### src/rtl/return_addr_stack.sv
// Return-address stack for the fetch path.
// This is a circular LIFO of link addresses. When a push arrives while the
// stack is full, the oldest entry is overwritten. The pop result is
// registered and appears one cycle after the pop is sampled.
module return_addr_stack #(
  parameter int DEPTH = 8,
  parameter int AW    = 32,
  parameter int PW    = 3
) (
  input  logic          clk,
  input  logic          rst_n,
  input  logic          push,
  input  logic [AW-1:0] push_addr,
  input  logic          pop,
  output logic [AW-1:0] pop_addr,
  output logic          pop_valid,
  output logic [AW-1:0] top_addr,
  output logic [PW:0]   count,
  output logic          empty,
  output logic          full,
  output logic          overflow,
  output logic          underflow
);

  localparam logic [PW:0] DEPTH_C = (PW+1)'(DEPTH);

  logic [AW-1:0] mem_q [DEPTH];

  logic [PW-1:0] tp_q, tp_d;
  logic [PW:0]   count_q, count_d;
  logic [AW-1:0] pop_addr_q, pop_addr_d;
  logic          pop_valid_q, pop_valid_d;
  logic          overflow_q, overflow_d;
  logic          underflow_q, underflow_d;

  logic          wr_en;
  logic [PW-1:0] wr_idx;
  logic [PW-1:0] tp_m1;
  logic          is_empty, is_full;

  assign tp_m1    = tp_q - PW'(1);
  assign is_empty = (count_q == '0);
  assign is_full  = (count_q == DEPTH_C);

  // Next-state selection for the pointer, count, pop result, flags and entry write.
  always_comb begin
    tp_d        = tp_q;
    count_d     = count_q;
    pop_addr_d  = pop_addr_q;
    pop_valid_d = 1'b0;
    overflow_d  = overflow_q;
    underflow_d = underflow_q;
    wr_en       = 1'b0;
    wr_idx      = tp_q;

    if (pop && !is_empty) begin
      pop_addr_d  = mem_q[tp_m1];
      pop_valid_d = 1'b1;
      if (push) begin
        // The incoming call replaces the entry being returned from. Depth is unchanged.
        wr_en  = 1'b1;
        wr_idx = tp_m1;
      end else begin
        tp_d    = tp_m1;
        count_d = count_q - (PW+1)'(1);
      end
    end else begin
      if (pop) begin
        underflow_d = 1'b1;
      end
      if (push) begin
        wr_en  = 1'b1;
        wr_idx = tp_q;
        tp_d   = tp_q + PW'(1);
        if (is_full) begin
          // When the stack is full, slot tp already holds the oldest entry, so it is overwritten.
          overflow_d = 1'b1;
        end else begin
          count_d = count_q + (PW+1)'(1);
        end
      end
    end
  end

  // Control and output registers. Reset takes priority over push and pop.
  always_ff @(posedge clk) begin
    if (!rst_n) begin
      tp_q        <= '0;
      count_q     <= '0;
      pop_addr_q  <= '0;
      pop_valid_q <= 1'b0;
      overflow_q  <= 1'b0;
      underflow_q <= 1'b0;
    end else begin
      tp_q        <= tp_d;
      count_q     <= count_d;
      pop_addr_q  <= pop_addr_d;
      pop_valid_q <= pop_valid_d;
      overflow_q  <= overflow_d;
      underflow_q <= underflow_d;
    end
  end

  // Entry storage. It has no reset, and writes are suppressed while reset is asserted.
  always_ff @(posedge clk) begin
    if (rst_n && wr_en) begin
      mem_q[wr_idx] <= push_addr;
    end
  end

  assign top_addr  = is_empty ? '0 : mem_q[tp_m1];
  assign pop_addr  = pop_addr_q;
  assign pop_valid = pop_valid_q;
  assign count     = count_q;
  assign empty     = is_empty;
  assign full      = is_full;
  assign overflow  = overflow_q;
  assign underflow = underflow_q;

endmodule

### config.mk
export PLATFORM = sky130hd
export DESIGN_NAME = return_addr_stack
export DESIGN_NICKNAME = d
export VERILOG_FILES = /design/src/rtl/return_addr_stack.sv
export SDC_FILE = /design/constraint.sdc
export NUM_CORES = 1
export LEC_CHECK = 0
export ABC_AREA = 1
export CORE_ASPECT_RATIO = 1.25
export CORE_MARGIN = 4
export CORE_UTILIZATION = 40
export DETAILED_ROUTE_END_ITERATION = 6
export SYNTH_ARGS = -nofsm -noshare
export SYNTH_HDL_FRONTEND = slang
export SYNTH_SLANG_ARGS = --single-unit
export TNS_END_PERCENT = 5
### constraint.sdc
create_clock -name clk -period 10.3 [get_ports clk]
set_clock_uncertainty 0.15 [all_clocks]
set_input_delay 2.06 -clock clk [delete_from_list [all_inputs] [get_ports clk]]
set_output_delay 2.06 -clock clk [all_outputs]
set_load 0.03 [all_outputs]
Word-level counts from Yosys, hierarchy flattened
Memories as Yosys holds them, arrays and structs flattened.
Cells that the tools add are included.
{"block": "classes", "muxes": 14, "bitwise_logic": 1, "eq_ne": 3, "add_sub_neg": 4, "reduce_logical": 9}
{"operator": "$mux W32", "count": 1}
{"operator": "$mux W4", "count": 4}
{"operator": "$mux W3", "count": 5}
{"operator": "$reduce_and A3 Y1", "count": 2}
{"operator": "$add A4 B1 Y4 const B", "count": 1}
{"operator": "$eq A4 B4 Y1 const B", "count": 1}
{"operator": "$logic_not A4 Y1", "count": 1}
{"operator": "$mux W1", "count": 4}
{"operator": "$reduce_and A2 Y1", "count": 2}
{"operator": "$sub A4 B1 Y4 const B", "count": 1}
{"operator": "$add A3 B1 Y3 const B", "count": 1}
{"operator": "$sub A3 B1 Y3 const B", "count": 1}
{"operator": "$logic_and A1 B1 Y1", "count": 2}
{"operator": "$ne A2 B1 Y1 const B", "count": 1}
{"operator": "$ne A2 B2 Y1 const B", "count": 1}
{"operator": "$reduce_bool A2 Y1", "count": 1}
{"operator": "$logic_not A1 Y1", "count": 1}
{"operator": "$not A1 Y1", "count": 1}
{"block": "word_totals", "memories": 1, "inputBits": 36, "out_inout_bits": 73, "register_bits": 42, "ramBits": 256}
{"memory": "mem_q", "depth": 8, "word_bits": 32, "rd": 1, "rd_clocked_by_memory_dff": 0, "write_ports": 1, "line": "27", "source": "logic [AW-1:0] mem_q [DEPTH];"}

Longest topological paths before layout
Gate-level depths: netlist of run 1.
{"block": "depth", "word_depth": 5, "depth_mapped": 13, "mapped_depth_nobuf": 11}

Worst setup path after synthesis of run 1
Ideal clock, no wire load.
{"block": "synth_timing", "path_type": "reg2out", "startpoint": "reg tp_q[0]", "endpoint": "out top_addr[23]", "t_arrival_ns": 2.390, "setup_slack_ns": 5.700, "stages_incl_launch_ff": 13, "t_required_ns": 8.090, "cell_sequence": "dfxtp_1 buf_4 inv_2 buf_6 buf_4 ha_1 inv_1 buf_2 clkbuf_1 o21ai_0 o221ai_1 o21ai_0 nor2_1"}
{"block": "synth_between", "elab_chain_cells": 3}
{"element": "start: declaration", "line": "29", "source": "logic [PW-1:0] tp_q, tp_d;"}
{"element": "start signal: assignment", "line": "95", "source": "tp_q <= tp_d;"}
{"element": "$sub A3 B1 Y3", "line": "41", "source": "assign tp_m1 = tp_q - PW'(1);"}
{"element": "$mem_v2 Z8 W32"}
{"element": "$mux W32", "line": "111", "source": "assign top_addr = is_empty ? '0 : mem_q[tp_m1];"}
{"element": "end: declaration", "line": "17", "source": "output logic [AW-1:0] top_addr,"}
No other way between the ends.

Final worst setup path of run 1
{"block": "layout_timing", "startpoint": "reg tp_q[0]", "endpoint": "out top_addr[5]"}
Same word-level chain as after synthesis.

==> metrics.log, run 1 <==
[metrics] outcome: complete, no violations
[metrics] hold buffer count at CTS: 0
[metrics] path type of the worst min-delay path: reg2reg
[metrics] total standard cell area after synthesis: 11,500 µm²
[metrics] P_sw: 1.98 mW
[metrics] combined global-route utilization of all metal layers: 16.6%
[metrics] setup fix buffers added after clock tree synthesis: 0
[metrics] YS warnings: 0
[metrics] clock group share of total power: 21.2%
[metrics] post-synthesis to final-layout area growth: 19.8%
[metrics] Hold WS: 0.297 ns
[metrics] global-route wire length before repair: 41,600 µm
[metrics] via count of the first global-routing pass: 7,314
[metrics] remaining max-slew budget at the tightest pin: 18.5%
[metrics] Primary FF master, synth: edfxtp_1
[metrics] PwrDens: 346 nW/µm²
[metrics] hold violation count in the final report: 0
[metrics] fmax: 151 MHz
[metrics] count of port buffers added during placement: 108
[metrics] Worst EP arrival: 4.39 ns
[metrics] combinational fraction of design power: 46.0%
[metrics] remaining antenna violation count after routing: 0
[metrics] y dimension of the die: 198 µm
[metrics] portion of the post-synthesis area used by sequential elements: 74.1%
[metrics] horizontal extent of the die: 160 µm
[metrics] final critical path time including I/O delays and setup: 6.60 ns
[metrics] Synth async-reset ratio: 0%
[metrics] sequential cell fraction of total power: 32.8%
[metrics] post-place instance area: 12,900 µm²
[metrics] drt first pass iters: 5
[metrics] unrepaired setup endpoints after global routing: false
[metrics] CTS max path bufs: 3
[metrics] maximum fanout encountered on the critical timing path: 62
[metrics] per-cell via count in the routed design: 5.44
[metrics] die outline area: 31,600 µm²
[metrics] Slew Viols, Final: 0
[metrics] switching share of power: 41.4%
[metrics] footprint of the multi-input gates: 2680 µm²
[metrics] final worst setup slack: 3.70 ns
[metrics] number of flops mapped to enable cells by yosys: 256
[metrics] measured slew at the worst slew-check pin: 1.22 ns
[metrics] via count of the routed design: 7,423
[metrics] number of antenna violations at the first check in global routing: 0
[metrics] clock-pin slew of the registers on the worst-case setup and hold paths: 0.06 ns
[metrics] Initial Util: 40.5%
[metrics] sum of overflow across all layers after global routing: 0
[metrics] startpoint types: register
[metrics] # diodes: 0
[metrics] critical path class: reg2out
[metrics] global placer's final weighted congestion: 0.793
[metrics] Unique masters post-synth: 28
[metrics] average footprint of a synthesized cell: 12.7 µm²
[metrics] latest clock arrival within the worst-skew pair: 0.54 ns
[metrics] Detail Placement HPWL: 14,700 µm
[metrics] footprint of the flip-flops and latches: 8530 µm²
[metrics] Final TNS setup: 0 ns
[metrics] total non-filler cell area in the finished layout: 13,800 µm²
[metrics] share of the clock period used by the worst path: 64.1%
[metrics] H-tree levels: 1
[metrics] kind of end point of the critical path: primary output
[metrics] number of flip-flops and latches in the synthesized netlist: 298
[metrics] Max VDD drop: 0.251 mV
[metrics] Setup Slack @ Placement: 4.29 ns
[metrics] Root Driver: clkbuf_16
[metrics] P_int: 2.80 mW
[metrics] DR WL/cell: 19.6 µm
[metrics] site row count: 69
[metrics] post-CTS sizing: 0
[metrics] worst endpoint required time: 8.09 ns
[metrics] maximum number of pins on one net before global-route repair: 72
[metrics] total length of routed wires: 26,800 µm
[metrics] Final #Nets: 1,029
[metrics] post-synth net total: 944
[metrics] CTS tree: built
[metrics] number of buffers added by the clock tree synthesis step: 30
[metrics] clk sink count: 298
[metrics] ports placed on the boundary: 109
[metrics] Synth Instances: 903
[metrics] layout cell share with drive strength beyond 1: 6.53%
[metrics] total leakage power: 4.48 nW
[metrics] number of DRC markers in iteration 0: 615
[metrics] filler cell count: 2,439
[metrics] number of setup violations in the final report: 0
[metrics] Floorplan Core Area: 28,400 µm²
[metrics] drc violations: 0
[metrics] Final Util: 48.6%
[metrics] max-cap violations: 0
==> synth_stat cells, types with 5 or more instances <==
cell        n  area share [%]
dfxtp_1    42             7.3
clkbuf_1   37             1.2
ha_1        5            0.54
buf_2      15            0.65
edfxtp_1  256              67
nand3_1    38             1.7
inv_1      22            0.72
o221ai_1   32             2.4
a21oi_1    10            0.43
nor2_1    172             5.6
o21ai_1    17            0.74
o21ai_0   183             8.0
o22ai_1    32             1.7
buf_4       6            0.39
nand2_1    18            0.59
==> stage by stage <==
step                instances  power (mW)
detailed placement       1311        3.82
floorplan                 903        2.95
global route             1365        5.06
CTS                      1365        4.84
global placement         1311        3.80
finish                   1365        4.78
==> state kept, by name, indices dropped and copies added (netlist names) <==
name       cells
pop_valid      1
tp_q           3
overflow       1
pop_addr      32
mem_q        256
count          4
underflow      1
==> cell families (layout without fill, tap and decap cells) <==
family / after synthesis / in the layout / synth area share (%)
AND/OR/NAND/NOR: 232 / 232 / 8.15
adder cells (fa/ha/maj): 5 / 5 / 0.543
XOR/XNOR: 6 / 6 / 0.522
AO/OA/AOI/OAI: 276 / 276 / 13.4
buffers and inverters: 86 / 193 / 3.26
flip-flops: 298 / 298 / 74.1
==> per-layer routing <==
metal  up-vias  wire (µm)  global-route usage (%)
met5         -          0                       0
met2       212      13000                    28.3
met3        37       1350                    2.48
li1       3513          -                       -
met4         0        495                    4.53
met1      3661      12000                    22.4
==> power by group through the flow <==
| stage | sequential, mW | combinational, mW | clock [mW] |
|---|---|---|---|
| after global placement | 1.59 | 2.21 | 0 |
| after floorplan | 1.71 | 1.24 | 0 |
| final | 1.57 | 2.20 | 1.01 |
| after detailed placement | 1.59 | 2.22 | 0 |
| after global routing | 1.58 | 2.39 | 1.09 |
| after CTS | 1.57 | 2.23 | 1.03 |
==> area by class of cell <==
type                    instances  share of cell area (%)
flip-flops and latches        298                    61.8
multi-input cells             519                    19.4
repair buffers                115                    8.18
clock buffers                  39                    5.91
well taps                     355                    3.22
clock inverters                15                   0.726
inverters                      24                   0.671
==> final timing paths <==
check / startpoint / end / slack, ns / cells past startpoint
worst max register to register: tp_q[0]$_SDFFE_PN0P_ / mem_q[7][6]$_DFFE_PP_ / 5.88 / 8
worst min-delay path: overflow$_SDFFE_PN0P_ / overflow$_SDFFE_PN0P_ / 0.30 / 2
worst min register to register: overflow$_SDFFE_PN0P_ / overflow$_SDFFE_PN0P_ / 0.30 / 2
worst max-delay path: tp_q[0]$_SDFFE_PN0P_ / top_addr[5] / 3.70 / 9
==> cell usage in the layout, fill, tap and decap left out, types with 4 or more instances in the layout <==
cell / instances
a21oi_1: 10
buf_4: 7
clkbuf_1: 7
clkbuf_16: 31
clkdlybuf4s50_1: 107
clkinv_1: 6
clkinv_2: 7
dfxtp_1: 41
edfxtp_1: 256
ha_1: 4
inv_1: 21
nand2_1: 18
nand3_1: 38
nor2_1: 164
nor2_4: 9
o21ai_0: 183
o21ai_1: 17
o221ai_1: 32
o22ai_1: 32
xor2_1: 4
==> worst max-delay path: stages (launching register included) <==
cell and delay [ns]:
dfxtp_4 0.73, inv_4 0.39, ha_2 0.39, inv_2 0.35, buf_4 0.48, o21ai_0 0.17, o221ai_1 0.25, o21ai_0 0.21
nor2_1 0.14, clkdlybuf4s50_1 0.68
Note: power is estimated with default switching activity, not from simulation.
==> inputs of run 2 (changes only) <==
==> constraint.sdc (replaced) <==
create_clock -name clk -period 5.93 [get_ports clk]
set_clock_uncertainty 0.15 [all_clocks]
set_input_delay 1.186 -clock clk [delete_from_list [all_inputs] [get_ports clk]]
set_output_delay 1.186 -clock clk [all_outputs]
set_load 0.03 [all_outputs]
==> run 2 against run 1 <==
- routed wire length increased by 3.2%
- largest power group unchanged
- die area unchanged
- non-clock buffer count increased by 15
- clock-buffer cell count decreased by 5
- worst setup slack got worse by 2.9 ns
- combinational power increased by 76%
- utilization increased by 0.67 points
- global-route usage increased by 0.52 points
- sequential cell count unchanged
==> metrics.log, run 2 (synthesis gave the netlist of run 1 again) <==
[metrics] outcome: complete, no violations
[metrics] H-tree levels: 1
[metrics] measured slew at the worst slew-check pin: 0.801 ns
[metrics] via count of the routed design: 7,425
[metrics] terminus of the critical flop-to-flop path: mem_q[5][7]$_DFFE_PP_
[metrics] count of port buffers added during placement: 108
[metrics] DR WL/cell: 20.0 µm
[metrics] startpoint types: register
[metrics] most common library cell in the layout ignoring fill and taps: edfxtp_1
[metrics] number of setup violations in the final report: 0
[metrics] global placer's final weighted congestion: 0.738
[metrics] fmax: 195 MHz
[metrics] latest clock arrival within the worst-skew pair: 0.54 ns
[metrics] total length of routed wires: 27,700 µm
[metrics] ports placed on the boundary: 109
[metrics] top cell family by delay on the critical path: buffers and inverters
[metrics] maximum fanout encountered on the critical timing path: 64
[metrics] per-cell via count in the routed design: 5.37
[metrics] layout cell share with drive strength beyond 1: 8.57%
[metrics] remaining antenna violation count after routing: 0
[metrics] max FFs per register: 256
[metrics] clk sink count: 298
[metrics] kind of end point of the critical path: primary output
[metrics] site row count: 69
[metrics] number of buffers added by the clock tree synthesis step: 30
[metrics] share of the clock period used by the worst path: 86.3%
[metrics] drc violations: 0
[metrics] Biggest register: mem_q
[metrics] Final TNS setup: 0 ns
[metrics] number of antenna violations at the first check in global routing: 1
[metrics] Final #Nets: 1,044
[metrics] clock-pin slew of the registers on the worst-case setup and hold paths: 0.06 ns
[metrics] Floorplan Core Area: 28,400 µm²
[metrics] setup fix buffers added after clock tree synthesis: 0
[metrics] hold violation count in the final report: 0
[metrics] Max VDD drop: 0.368 mV
[metrics] Worst path max stage delay: 0.70 ns
[metrics] drt first pass iters: 4
[metrics] unrepaired setup endpoints after global routing: false
[metrics] Root Driver: clkbuf_16
[metrics] number of DRC markers in iteration 0: 553
[metrics] path type of the worst min-delay path: reg2reg
[metrics] maximum number of pins on one net before global-route repair: 81
[metrics] global-route wire length before repair: 42,500 µm
[metrics] CTS tree: built
[metrics] Initial Util: 40.5%
[metrics] final critical path time including I/O delays and setup: 5.12 ns
[metrics] Worst EP arrival: 3.78 ns
[metrics] CP max stage cell: dfxtp_4
[metrics] horizontal extent of the die: 160 µm
[metrics] cell-by-cell trace of the critical path: inv_4 -> ha_2 -> buf_4 -> o21ai_0 -> o221ai_1 -> o21ai_0 -> nor2_1 -> clkdlybuf4s50_1
[metrics] worst r2r path cells: 7
[metrics] leading cell types in the layout, fill and taps excluded: edfxtp_1 (256), o21ai_0 (183), nor2_1 (164), clkdlybuf4s50_1 (107), dfxtp_1 (41)
[metrics] Cell Count Post-Placement: 1,326
[metrics] total leakage power: 4.59 nW
[metrics] y dimension of the die: 198 µm
[metrics] via count of the first global-routing pass: 7,339
[metrics] remaining max-slew budget at the tightest pin: 46.4%
[metrics] Worst Setup EP: top_addr[10]
[metrics] CTS max path bufs: 3
[metrics] sum of overflow across all layers after global routing: 0
[metrics] die outline area: 31,600 µm²
[metrics] Slew Viols, Final: 0
[metrics] depth of the critical timing path with buffers and inverters included: 8
[metrics] Detail Placement HPWL: 16,200 µm
[metrics] non-filler instance count after layout: 1,382
[metrics] launching element of the worst setup path: tp_q[0]$_SDFFE_PN0P_
[metrics] # diodes: 0
[metrics] critical path class: reg2out
[metrics] setup slack, reg-to-reg: 1.87 ns
[metrics] most prevalent standard cell on the critical path: o21ai_0
[metrics] max-cap violations: 0
[metrics] PwrDens: 603 nW/µm²
[metrics] post-synthesis to final-layout area growth: 21.5%
[metrics] post-CTS sizing: 0
[metrics] origin of the critical flop-to-flop path: tp_q[0]$_SDFFE_PN0P_
[metrics] Crit path buffers/inverters: 3
[metrics] worst endpoint required time: 4.59 ns
[metrics] filler cell count: 2,482
[metrics] Final Util: 49.2%
[metrics] combined global-route utilization of all metal layers: 17.1%
[metrics] hold buffer count at CTS: 0
-- run 2: cell type report --
| class | count | area (µm²) | area share (%) |
|---|---|---|---|
| Clock buffer | 34 | 787 | 5.63 |
| Clock inverter | 22 | 194 | 1.39 |
| Inverter | 24 | 92.6 | 0.662 |
| Multi-Input combinational cell | 519 | 2680 | 19.2 |
| Sequential cell | 298 | 8530 | 61.0 |
| Tap cell | 355 | 444 | 3.18 |
| Timing Repair Buffer | 130 | 1250 | 8.96 |
-- run 2: worst min-delay path by stage --
stage,from,to,slack (ns),cells after the start
finish,underflow$_SDFFE_PN0P_,underflow$_SDFFE_PN0P_,0.30,2
global route,overflow$_SDFFE_PN0P_,overflow$_SDFFE_PN0P_,0.33,2
CTS,overflow$_SDFFE_PN0P_,overflow$_SDFFE_PN0P_,0.31,2
detailed placement,overflow$_SDFFE_PN0P_,overflow$_SDFFE_PN0P_,0.30,2
global placement,underflow$_SDFFE_PN0P_,underflow$_SDFFE_PN0P_,0.29,2
floorplan,tp_q[2]$_SDFFE_PN0P_,tp_q[2]$_SDFFE_PN0P_,0.37,2
-- run 2: power breakdown --
group / total [mW] / switching, mW / internal (mW) / leakage (nW)
registers: 2.72 / 0.148 / 2.57 / 2.66
logic: 3.87 / 2.55 / 1.32 / 1.46
clock network: 1.85 / 0.766 / 1.08 / 0.478
total: 8.43 / 3.46 / 4.97 / 4.59
-- run 2: stage by stage --
step / setup slack, ns / hold slack (ns) / area [µm²] / power, mW
floorplan: 2.09 / 0.365 / 11500 / 5.12
global placement: 1.36 / 0.288 / 13000 / 6.63
detailed placement: 1.36 / 0.296 / 13000 / 6.67
CTS: 0.758 / 0.305 / 14000 / 8.53
global route: 0.526 / 0.330 / 14000 / 8.93
finish: 0.811 / 0.302 / 14000 / 8.43
-- run 2: worst reg2reg max path, stage by stage (launching register included) --
cell and delay [ns]:
dfxtp_4 0.51, inv_4 0.11, buf_4 0.53, buf_4 0.66
xor2_1 0.19, nand3b_1 0.43, nor2_4 0.74, buf_4 0.41
-- run 2: layer usage --
| metal | global-route usage (%) | share of wire [%] |
|---|---|---|
| met5 | 0 | 0 |
| met3 | 2.90 | 5.2 |
| met1 | 22.2 | 43 |
| met2 | 29.8 | 49 |
| met4 | 5.02 | 2.2 |
==> inputs of run 3 (changes only) <==
==> constraint.sdc (replaced) <==
create_clock -name clk -period 6.15 [get_ports clk]
set_clock_uncertainty 0.15 [all_clocks]
set_input_delay 1.23 -clock clk [delete_from_list [all_inputs] [get_ports clk]]
set_output_delay 1.23 -clock clk [all_outputs]
set_load 0.03 [all_outputs]
==> run 3 against run 2 <==
- critical path depth grew 1
- non-clock buffer count shrank 2
- die area is the same
- first-iteration DRC count grew 3.3%
- largest power group unchanged
- critical path type unchanged
- hold slack lost 0.0074 ns
- cell area shrank 0.12%
- via count grew 1.4%
- final cell count shrank 0.36%
- sequential cell count is the same
- global-route usage grew 0.063 points
==> metrics.log, run 3 (synthesis gave the netlist of run 1 again) <==
[metrics] most prevalent standard cell on the critical path: o21ai_0
[metrics] Root Driver: clkbuf_16
[metrics] sum of overflow across all layers after global routing: 0
[metrics] post-CTS sizing: 0
[metrics] Max VDD drop: 0.495 mV
[metrics] startpoint types: register
[metrics] leading cell types in the layout, fill and taps excluded: edfxtp_1 (256), o21ai_0 (183), nor2_1 (164), clkdlybuf4s50_1 (107), dfxtp_1 (41)
[metrics] unrepaired setup endpoints after global routing: false
[metrics] setup fix buffers added after clock tree synthesis: 0
[metrics] H-tree levels: 1
[metrics] Biggest register: mem_q
[metrics] Floorplan Core Area: 28,400 µm²
[metrics] y dimension of the die: 198 µm
[metrics] clk sink count: 298
[metrics] cell-by-cell trace of the critical path: inv_4 -> ha_2 -> inv_2 -> buf_4 -> o21ai_0 -> o221ai_1 -> o21ai_0 -> nor2_1 -> clkdlybuf4s50_1
[metrics] global-route wire length before repair: 42,700 µm
[metrics] number of antenna violations at the first check in global routing: 0
[metrics] total non-filler cell area in the finished layout: 14,000 µm²
[metrics] P_sw: 3.34 mW
[metrics] post-place instance area: 13,000 µm²
[metrics] launching element of the worst setup path: tp_q[0]$_SDFFE_PN0P_
[metrics] CTS tree: built
[metrics] Final TNS setup: 0 ns
[metrics] outcome: complete, no violations
[metrics] clock-pin slew of the registers on the worst-case setup and hold paths: 0.06 ns
[metrics] Worst EP arrival: 3.81 ns
[metrics] switching share of power: 40.8%
[metrics] global placer's final weighted congestion: 0.756
[metrics] DR WL/cell: 20.3 µm
[metrics] count of port buffers added during placement: 108
[metrics] kind of end point of the critical path: primary output
[metrics] number of DRC markers in iteration 0: 571
[metrics] path type of the worst min-delay path: reg2reg
[metrics] remaining max-slew budget at the tightest pin: 38.9%
[metrics] Hold WS: 0.295 ns
[metrics] power after layout: 8.19 mW
[metrics] via count of the routed design: 7,532
[metrics] PwrDens: 586 nW/µm²
[metrics] CTS max path bufs: 3
[metrics] origin of the critical flop-to-flop path: tp_q[0]$_SDFFE_PN0P_
[metrics] measured slew at the worst slew-check pin: 0.916 ns
[metrics] site row count: 69
[metrics] # diodes: 0
[metrics] fmax: 193 MHz
[metrics] via count of the first global-routing pass: 7,407
[metrics] ports placed on the boundary: 109
[metrics] horizontal extent of the die: 160 µm
[metrics] most common library cell in the layout ignoring fill and taps: edfxtp_1
[metrics] worst endpoint required time: 4.77 ns
[metrics] drt first pass iters: 5
[metrics] maximum fanout encountered on the critical timing path: 46
[metrics] P_int: 4.85 mW
[metrics] total length of routed wires: 27,900 µm
[metrics] latest clock arrival within the worst-skew pair: 0.54 ns
[metrics] Final #Nets: 1,041
[metrics] hold violation count in the final report: 0
[metrics] share of the clock period used by the worst path: 84.3%
[metrics] Worst path max stage delay: 0.68 ns
[metrics] remaining antenna violation count after routing: 0
[metrics] Initial Util: 40.5%
[metrics] per-cell via count in the routed design: 5.47
[metrics] hold buffer count at CTS: 0
[metrics] Detail Placement HPWL: 15,900 µm
[metrics] combinational fraction of design power: 45.9%
[metrics] post-synthesis to final-layout area growth: 21.3%
[metrics] Hold Crit Start: underflow$_SDFFE_PN0P_
[metrics] drc violations: 0
[metrics] Slew Viols, Final: 0
[metrics] number of buffers added by the clock tree synthesis step: 29
[metrics] die outline area: 31,600 µm²
[metrics] number of setup violations in the final report: 0
[metrics] max-cap violations: 0
[metrics] combined global-route utilization of all metal layers: 17.2%
[metrics] clock group share of total power: 22.4%
[metrics] critical path class: reg2out
[metrics] sequential cell fraction of total power: 31.7%
[metrics] total leakage power: 4.58 nW
[metrics] maximum number of pins on one net before global-route repair: 88
[metrics] max FFs per register: 256
[metrics] layout cell share with drive strength beyond 1: 7.83%
[metrics] final critical path time including I/O delays and setup: 5.19 ns
[metrics] CP max stage cell: clkdlybuf4s50_1
[run 3: cell count changes in the layout (fill, tap and decap cells not counted), sizes merged]
cell / delta
buf: -2
bufinv: +1
clkbuf: +9
clkinv: -9
clkinvlp: -3
inv: -1
[run 3: per-layer routing]
metal	GRT usage, %	share of wire, %
met4	3.76	1.5
met2	29.6	49
met5	0	0
met1	23.2	44
met3	2.80	5.7
[run 3: layout make-up]
type / count / area, µm²
fill: 2469 / 14400
clock inverter: 10 / 154
inverter: 24 / 92.6
timing repair buffer: 128 / 1230
clock buffer: 43 / 838
tap: 355 / 444
sequential: 298 / 8530
multi-input combinational: 519 / 2680
[run 3: metrics by stage]
stage                     util (%)  std cells  setup slack, ns
after floorplan                  -        903             2.31
after global placement        45.7       1324             1.52
after detailed placement      45.7       1324             1.50
after CTS                     49.2       1377            0.894
after global routing          49.2       1377            0.687
final                         49.2       1377            0.963
[run 3: final timing paths]
kind	endpoint	slack, ns	cells after the start
worst max-delay path	top_addr[14]	0.96	9
worst min register to register	underflow$_SDFFE_PN0P_	0.30	2
worst min-delay path	underflow$_SDFFE_PN0P_	0.30	2
worst max register to register	mem_q[5][18]$_DFFE_PP_	2.31	6
[run 3: critical path: cells and delay by family, from the launching register on]
family          cells  cell delay, ns
fa+ha+maj           1            0.37
compound gates      3            0.52
flops               1            0.35
buf+inv             4            1.86
simple gates        1            0.14
[run 3: power groups by stage]
stage               registers (mW)  logic [mW]  clock network (mW)
finish                        2.59        3.76                1.83
detailed placement            2.64        3.79                   0
global route                  2.62        4.08                1.95
CTS                           2.60        3.80                1.86
floorplan                     2.86        2.08                   0
global placement              2.63        3.76                   0
